File: src/rtl/bloco_operativo.sv
// Datapath beside the controller: RX/RH/RS registers, one ALU with post-op shifter,
// inicio/pronto job tracking, result latch and job counter. Optional: OVERFLOW_FLAG_EN.
module bloco_operativo_alu #(
  parameter int WIDTH = 8
) (
  input  logic signed [WIDTH-1:0] a,
  input  logic signed [WIDTH-1:0] b,
  input  logic                    h,
  input  logic [1:0]              m2,
`ifdef OVERFLOW_FLAG_EN
  output logic                    ovf,
`endif
  output logic signed [WIDTH-1:0] y
);
  localparam logic signed [WIDTH-1:0] MIN_V = {1'b1, {(WIDTH-1){1'b0}}};

  logic signed [WIDTH-1:0] raw;

`ifdef OVERFLOW_FLAG_EN
  localparam int PW = 2*WIDTH;
  logic signed [PW-1:0] ax, bx, full;
  logic                 raw_ovf;

  // Full-precision result, exact for both sum and product at 2*WIDTH bits.
  always_comb begin
    ax      = {{WIDTH{a[WIDTH-1]}}, a};
    bx      = {{WIDTH{b[WIDTH-1]}}, b};
    full    = h ? ax * bx : ax + bx;
    raw     = full[WIDTH-1:0];
    raw_ovf = (full != {{WIDTH{raw[WIDTH-1]}}, raw});
  end

  always_comb begin
    ovf = raw_ovf;
    case (m2)
      2'd1:    ovf = raw_ovf | (raw == MIN_V);
      2'd3:    ovf = raw_ovf | (raw[WIDTH-1] != raw[WIDTH-2]);
      default: ovf = raw_ovf;
    endcase
  end
`else
  always_comb raw = h ? a * b : a + b;
`endif

  // Negating MIN_V wraps back to MIN_V in WIDTH-bit arithmetic.
  always_comb begin
    y = raw;
    case (m2)
      2'd1:    y = -raw;
      2'd2:    y = raw >>> 1;
      2'd3:    y = raw <<< 1;
      default: y = raw;
    endcase
  end
endmodule

module bloco_operativo #(
  parameter int WIDTH = 8,
  parameter int K0    = 1,
  parameter int K1    = 3,
  parameter int CNT_W = 8
) (
  input  logic             clk,
  input  logic             rst,
  input  logic             inicio,
  input  logic             pronto,
  input  logic [1:0]       M0,
  input  logic [1:0]       M1,
  input  logic [1:0]       M2,
  input  logic             H,
  input  logic             LX,
  input  logic             LH,
  input  logic             LS,
  input  logic [WIDTH-1:0] x_in,
  output logic [WIDTH-1:0] resultado,
  output logic             resultado_valido,
  output logic             ocupado,
`ifdef OVERFLOW_FLAG_EN
  output logic             overflow,
`endif
  output logic [CNT_W-1:0] contagem
);
  localparam logic signed [WIDTH-1:0] K0_V = WIDTH'(K0);
  localparam logic signed [WIDTH-1:0] K1_V = WIDTH'(K1);

  typedef struct packed {
    logic [1:0] m0;
    logic [1:0] m1;
    logic [1:0] m2;
    logic       h;
    logic       lx;
    logic       lh;
    logic       ls;
  } ctrl_t;

  ctrl_t                   ctl;
  logic signed [WIDTH-1:0] rx, rh, rs;
  logic signed [WIDTH-1:0] op_a, op_b, alu_out;
  logic                    prev_pronto;
  logic                    pronto_rise, job_start;

  assign ctl = '{m0: M0, m1: M1, m2: M2, h: H, lx: LX, lh: LH, ls: LS};

  always_comb begin
    op_a = rx;
    case (ctl.m0)
      2'd1:    op_a = rh;
      2'd2:    op_a = rs;
      2'd3:    op_a = K0_V;
      default: op_a = rx;
    endcase
  end

  always_comb begin
    op_b = rx;
    case (ctl.m1)
      2'd1:    op_b = rh;
      2'd2:    op_b = rs;
      2'd3:    op_b = K1_V;
      default: op_b = rx;
    endcase
  end

`ifdef OVERFLOW_FLAG_EN
  logic alu_ovf;
`endif

  bloco_operativo_alu #(.WIDTH(WIDTH)) u_alu (
    .a   (op_a),
    .b   (op_b),
    .h   (ctl.h),
    .m2  (ctl.m2),
`ifdef OVERFLOW_FLAG_EN
    .ovf (alu_ovf),
`endif
    .y   (alu_out)
  );

  // A pronto rise always wins; a new job only starts with pronto low.
  assign pronto_rise = pronto & ~prev_pronto;
  assign job_start   = inicio & ~ocupado & ~pronto;

  always_ff @(posedge clk) begin
    if (rst) begin
      rx               <= '0;
      rh               <= '0;
      rs               <= '0;
      resultado        <= '0;
      resultado_valido <= 1'b0;
      ocupado          <= 1'b0;
      contagem         <= '0;
      prev_pronto      <= 1'b0;
    end else begin
      if (ctl.lx) rx <= x_in;
      if (ctl.lh) rh <= alu_out;
      if (ctl.ls) rs <= alu_out;
      prev_pronto <= pronto;
      if (pronto_rise) begin
        resultado        <= rs;
        resultado_valido <= 1'b1;
        ocupado          <= 1'b0;
        contagem         <= contagem + 1'b1;
      end else if (job_start) begin
        ocupado          <= 1'b1;
        resultado_valido <= 1'b0;
      end
    end
  end

`ifdef OVERFLOW_FLAG_EN
  // Sticky; a load that overflows on the job-start edge still sets it.
  always_ff @(posedge clk) begin
    if (rst)                             overflow <= 1'b0;
    else if ((ctl.lh | ctl.ls) & alu_ovf) overflow <= 1'b1;
    else if (job_start)                  overflow <= 1'b0;
  end
`endif
endmodule

File: config.mk
export PLATFORM = sky130hd
export DESIGN_NAME = bloco_operativo
export DESIGN_NICKNAME = d
export VERILOG_FILES = /design/src/rtl/bloco_operativo.sv
export SDC_FILE = /design/constraint.sdc
export NUM_CORES = 1
export LEC_CHECK = 0
export BUFFER_PORTS_ARGS = -buffer_cell sky130_fd_sc_hd__buf_2
export CAP_MARGIN = 10
export CORE_MARGIN = 5
export CORE_UTILIZATION = 64
export DETAILED_ROUTE_END_ITERATION = 10
export PLACE_DENSITY = 0.94
export SLEW_MARGIN = 10
export SYNTH_ARGS = -nofsm -noshare
export SYNTH_HDL_FRONTEND = slang
export SYNTH_SLANG_ARGS = --single-unit
File: constraint.sdc
create_clock -name clk -period 11.1 [get_ports clk]
set_input_delay 1.11 -clock clk [delete_from_list [all_inputs] [get_ports clk]]
set_output_delay 1.11 -clock clk [all_outputs]
set_load 0.005 [all_outputs]
Word-level counts from Yosys, hierarchy flattened

Index checks and enable logic that the tools add are counted.

Register bits: 43
Bits in latches: 0
RAM bits: 0
Bits in read-only memories: 0
Input bits: 22
Output and inout port bits: 18
Logic and storage cells: 35
Memories kept: 0

Add/sub/neg operators: 3
$mul: 1
Div/mod/pow operators: 0
Order comparisons: 0
Equal/unequal tests: 9
Shifts and indexed selects: 0
Multiplexer cells: 6
Bitwise operators: 6
Reduce and logical (&&, ||, !) cells: 2

Operators by type and width:

| operator            | count |
|---|---|
| $pmux 8 s3          | 3 |
| $eq 2x2->1 const B  | 6 |
| $add 8x1->8 const B | 1 |
| $add 8x8->8         | 1 |
| $mul 8x8->8         | 1 |
| $mux 8              | 1 |
| $neg 8->8           | 1 |
| $eq 2x1->1 const B  | 3 |
| $and 1x1->1         | 3 |
| $not 1->1           | 3 |
| $mux 1              | 2 |
| $reduce_bool 2->1   | 1 |
| $reduce_or 2->1     | 1 |

Depth between registers and ports, before layout

Word-level depth: 6
Mapped depth: 24
Depth with buffers taken out: 23

By module

A second synthesis with hierarchy kept.

Cell total of the unflattened synthesis: 422
Area total of the unflattened synthesis: 3555.9 µm²

Modules (own cells, without submodules):

| module              | instances | cells an instance | area an instance (µm²) | sequential area each (µm²) |
|---|---|---|---|---|
| bloco_operativo     | 1         | 219               | 1898.1                 | 860.8 |
| bloco_operativo_alu | 1         | 203               | 1657.8                 | 0.0 |

Least setup slack after synthesis

No wires, ideal clock.

Path type: input to register
Start: input M0[0]
End: register rh[6]
Setup time: 120 ps
Arrival: 5600 ps
Required time: 10980 ps
Setup slack: 5380 ps
Stages on the path: 24
Buffers on the path: 2
Cells stage by stage: buf_4 -> nor2b_4 -> buf_6 -> a21oi_1 -> inv_2 -> ha_1 -> fa_1 -> inv_1 -> fa_1 -> inv_1 -> ha_1 -> inv_1 -> fa_1 -> inv_1 -> ha_1 -> a21o_1 -> a21oi_1 -> xnor2_1 -> xnor2_1 -> xnor3_1 -> xnor2_1 -> a21oi_1 -> a211oi_2 -> o31a_1

Longest elaborated chain between the ends: 6
Elaborated cells between the ends (all ways): 9
Classes of those cells: add/sub (2); mul (1); eq/ne (3); mux (3)

RTL lines:

| item                                       | RTL line | RTL |
|---|---|---|
| from (decl)                                | 67       | `input logic [1:0] M0,` |
| $eq 2x2->1 or $eq 2x1->1 (tied branches)   | 106      | `case (ctl.m0)` |
| $pmux 8 s3 *                               | 106      |  |
| $mul 8x8->8 or $add 8x8->8 (tied branches) | 42       | `always_comb raw = h ? a * b : a + b;` |
| $mux 8 *                                   | 42       |  |
| $neg 8->8                                  | 49       | `2'd1: y = -raw;` |
| $pmux 8 s3 *                               | 48       | `case (m2)` |
| to (signal assigned)                       | 155      | `if (ctl.lh) rh <= alu_out;` |
| to (decl)                                  | 97       | `logic signed [WIDTH-1:0] rx, rh, rs;` |

Every way passes the cells marked *; elsewhere a longest branch is shown, timed or not.
A chain may end at the register's enable or synchronous reset.

Final worst setup path

Start: input M1[0]
End: register rs[7]

Longest elaborated chain between the ends: 6
Elaborated cells between the ends (all ways): 9
Classes of those cells: add/sub (2); mul (1); eq/ne (3); mux (3)

RTL lines:

| item                                       | RTL line | RTL |
|---|---|---|
| from (decl)                                | 68       | `input logic [1:0] M1,` |
| $eq 2x2->1 or $eq 2x1->1 (tied branches)   | 116      | `case (ctl.m1)` |
| $pmux 8 s3 *                               | 116      |  |
| $mul 8x8->8 or $add 8x8->8 (tied branches) | 42       |  |
| $mux 8 *                                   | 42       |  |
| $neg 8->8                                  | 49       |  |
| $pmux 8 s3 *                               | 48       |  |
| to (signal assigned)                       | 156      | `if (ctl.ls) rs <= alu_out;` |
| to (decl)                                  | 97       |  |

Marked as above.

==> metrics <==
status=finished, final reports clean; clk root buf=clkbuf_8; count of cells resized by post-cts repair=0; Static Leakage=between 1.5 and 2 nW; initial antenna violation count=0; crit path kind=in2reg; Synthesis Warnings=0; Buf/Inv on CP=6; drt total wl=9066 um; largest net degree at the start of global routing=between 40 and 50; Post-synth EDFFs=0; Setup Fix Bufs, Post-CTS=0; Synth top area share=0.2392; Hold Path Depth=2; port bufs=39; CTS Sinks=43; Post-DP Area=roughly 3800 sq um; minimum clock period after layout=approximately 6 ns; CP max-delay cell=fa_1; Synth Instances=~440; Die H=between 80 and 90 um; Worst setup SP type=primary input; Pwr Density=~120 nW/um^2; worst setup margin=between 5 and 6 ns; layout cell share with drive strength beyond 1=0.1599; register bit count reported by yosys=between 40 and 50; number of buffers created by CTS=5; dpl ws=a little under 5 ns; first-pass GRT wire length=14700 um; WHS Endpoint=resultado[6]$_SDFFE_PP0P_; Cell Rows=27; clock latency on the worst-skew pair=0.29 ns; MaxCap Viol Count=0; Setup-failing EPs final=0; Peak Freq=166.1 MHz; net count after synthesis=506; ys async rst share=0; Data required, critical path=between 10 and 15 ns; Tcrit/Tclk final=0.5425; min-delay src=resultado[6]$_SDFFE_PP0P_; worst rel slew slack=0.4564; Max Slew Vio Count=0; reg-to-reg critical path endpoint=rs[7]$_SDFFE_PP0P_; remaining antenna violation count=0; GRT Overall Usage=0.2506; post-detail-place hpwl=between 7000 and 8000 um; Clock Skew=0.007831 ns; Core ar.=roughly 5500 sq um; CP max stage delay=~0.53 ns; Hold Crit Class=reg2reg; gpl congestion=0.9761; synthesized area per cell=about 8 sq um; R2R cell count=23; Crit. Startpoint=M1[0]; TritonCTS clock tree=built; top cells by area, synth=dfxtp_1, ha_1, nor2_1; ys flop type=dfxtp_1; CTS max path bufs=2; # nets final=between 500 and 600; DR iter-0 viols=approximately 220; DIE AREA=roughly 7200 sq um; Area growth, synth to finish=7.928%; cts hold-fix bufs=0; post-synthesis sequential area ratio=0.2392; crit path max fanout=10; vias in the first global route=around 3200; Fin. Hold Viols=0; num ports=40; number of remaining DRC errors=0; starting density of the core=0.6575; drt wl/cell=approximately 17 um; DR vias=3290; maximum vdd drop=0.1211 mV; cell family with most CP delay=adder cells; Arr. time, crit path=6.21 ns; worst reg-to-reg setup slack=~6 ns; synth unique cells=between 50 and 60; most used cell, CP=inv_1; most frequent cells after synthesis=nor2_1, dfxtp_1, nand2_1; Worst setup EP type=flip-flop; grt ovf=0; RSZ-0062 raised after global routing=false; most numerous cell in the Yosys netlist=nor2_1; width of the die=84.99 um; synthesized area=3598 sq um; reg-to-reg critical path startpoint=rs[2]$_SDFFE_PP0P_; Final Cell Area=slightly below 4000 sq um; diode count=0; vias per cell=6.081; First-pass DRT Iterations=5; htree depth=2; cell taking the most area after synthesis=dfxtp_1; cells along the critical path=buf_2 > mux2i_1 > nor2_1 > a21oi_1 > inv_2 > ha_1 > fa_1 > inv_1 > fa_1 > inv_1 > ha_1 > inv_1 > fa_1 > inv_1 > ha_1 > a21o_1 > a21oi_1 > xnor2_1 > xnor2_1 > xnor3_1 > xnor2_1 > a21oi_1 > o31ai_1 > o41ai_1; clk slew on worst S/H paths=0.08 ns; setup tns final=0 ns; Worst Tran Pin Value=0.8137 ns
==> routing by layer <==
layer | part of all wire | GRT usage | wire (um)
met3 | 0.068 | 0.05340 | 615
met5 | 0 | 0 | 0
met4 | 0.035 | 0.1065 | 321
met2 | 0.50 | 0.4181 | 4505
met1 | 0.40 | 0.3119 | 3624
==> tightest hold or removal path, cell delays in order (launching register included) <==
cell	delay, ns
dfxtp_1	0.32
nand2_1	0.05
a21oi_1	0.05
==> layout by cell type (no fill, tap or decap), types with 3 or more instances in the layout <==
cell type  count
ha_1          28
o21ai_0       12
o41ai_1        4
nor2_1        70
fa_1          13
o211ai_1       4
nand2b_1       3
nand4_1        3
clkbuf_8       5
inv_2          7
or3_1          3
o31ai_1        3
nor2b_1        5
buf_2         39
a21o_1         3
xor2_1         9
dfxtp_1       43
inv_1         37
mux2i_1       23
a211oi_1      13
nand3_1        5
xnor2_1       14
a21oi_1       35
nand2_1       42
==> flip-flops by register name, indices dropped and copies added (netlist names) <==
| name | cells |
|---|---|
| contagem | 8 |
| rs | 8 |
| ocupado | 1 |
| prev_pronto | 1 |
| rh | 8 |
| resultado | 8 |
| resultado_valido | 1 |
| rx | 8 |
==> worst max-delay path by stage <==
stage,end,depth (start not counted),slack (ns)
detailed placement,rs[7]$_SDFFE_PP0P_,24,4.82
finish,rs[7]$_SDFFE_PP0P_,24,5.08
floorplan,rh[6]$_SDFFE_PP0P_,24,5.38
global placement,rh[6]$_SDFFE_PP0P_,24,5.06
CTS,rs[7]$_SDFFE_PP0P_,24,5.12
global route,rh[7]$_SDFFE_PP0P_,24,4.76
==> power by group <==
group / switching, mW / total [mW] / internal, mW / leakage (nW)
Clock: 0.0523 / 0.119 / 0.0669 / 0.0581
Combinational: 0.0981 / 0.165 / 0.0671 / 1.46
Sequential: 0.0141 / 0.179 / 0.165 / 0.353
==> per-stage QoR <==
step / util / instances / hold WS, ns / total power [mW]
2_1_floorplan: - / 443 / 0.4527 / 0.3034
3_3_place_gp: 0.6891 / 533 / 0.4461 / 0.3344
3_5_place_dp: 0.6891 / 533 / 0.4487 / 0.3423
4_1_cts: 0.7096 / 541 / 0.4647 / 0.4614
5_1_grt: 0.7096 / 541 / 0.4839 / 0.4937
6_report: 0.7096 / 541 / 0.4623 / 0.4638
==> cells by family after synthesis <==
family,count (synthesis),share of synthesized area
mux,28,0.08484
compound gates,95,0.1832
simple gates,147,0.1836
flops,43,0.2392
buf+inv,65,0.07719
fa+ha+maj,41,0.1697
xor+xnor,24,0.06224
==> layout make-up <==
type                    instances  area, sq um
multi-input cells             335         2460
inverters                      44        165.2
fillers                       405         1589
well taps                      72        90.09
clock inverters                 3        43.79
clock buffers                   5        68.82
repair buffers                 39        195.2
flip-flops and latches         43        860.8
(Power assumes the default switching activity.)
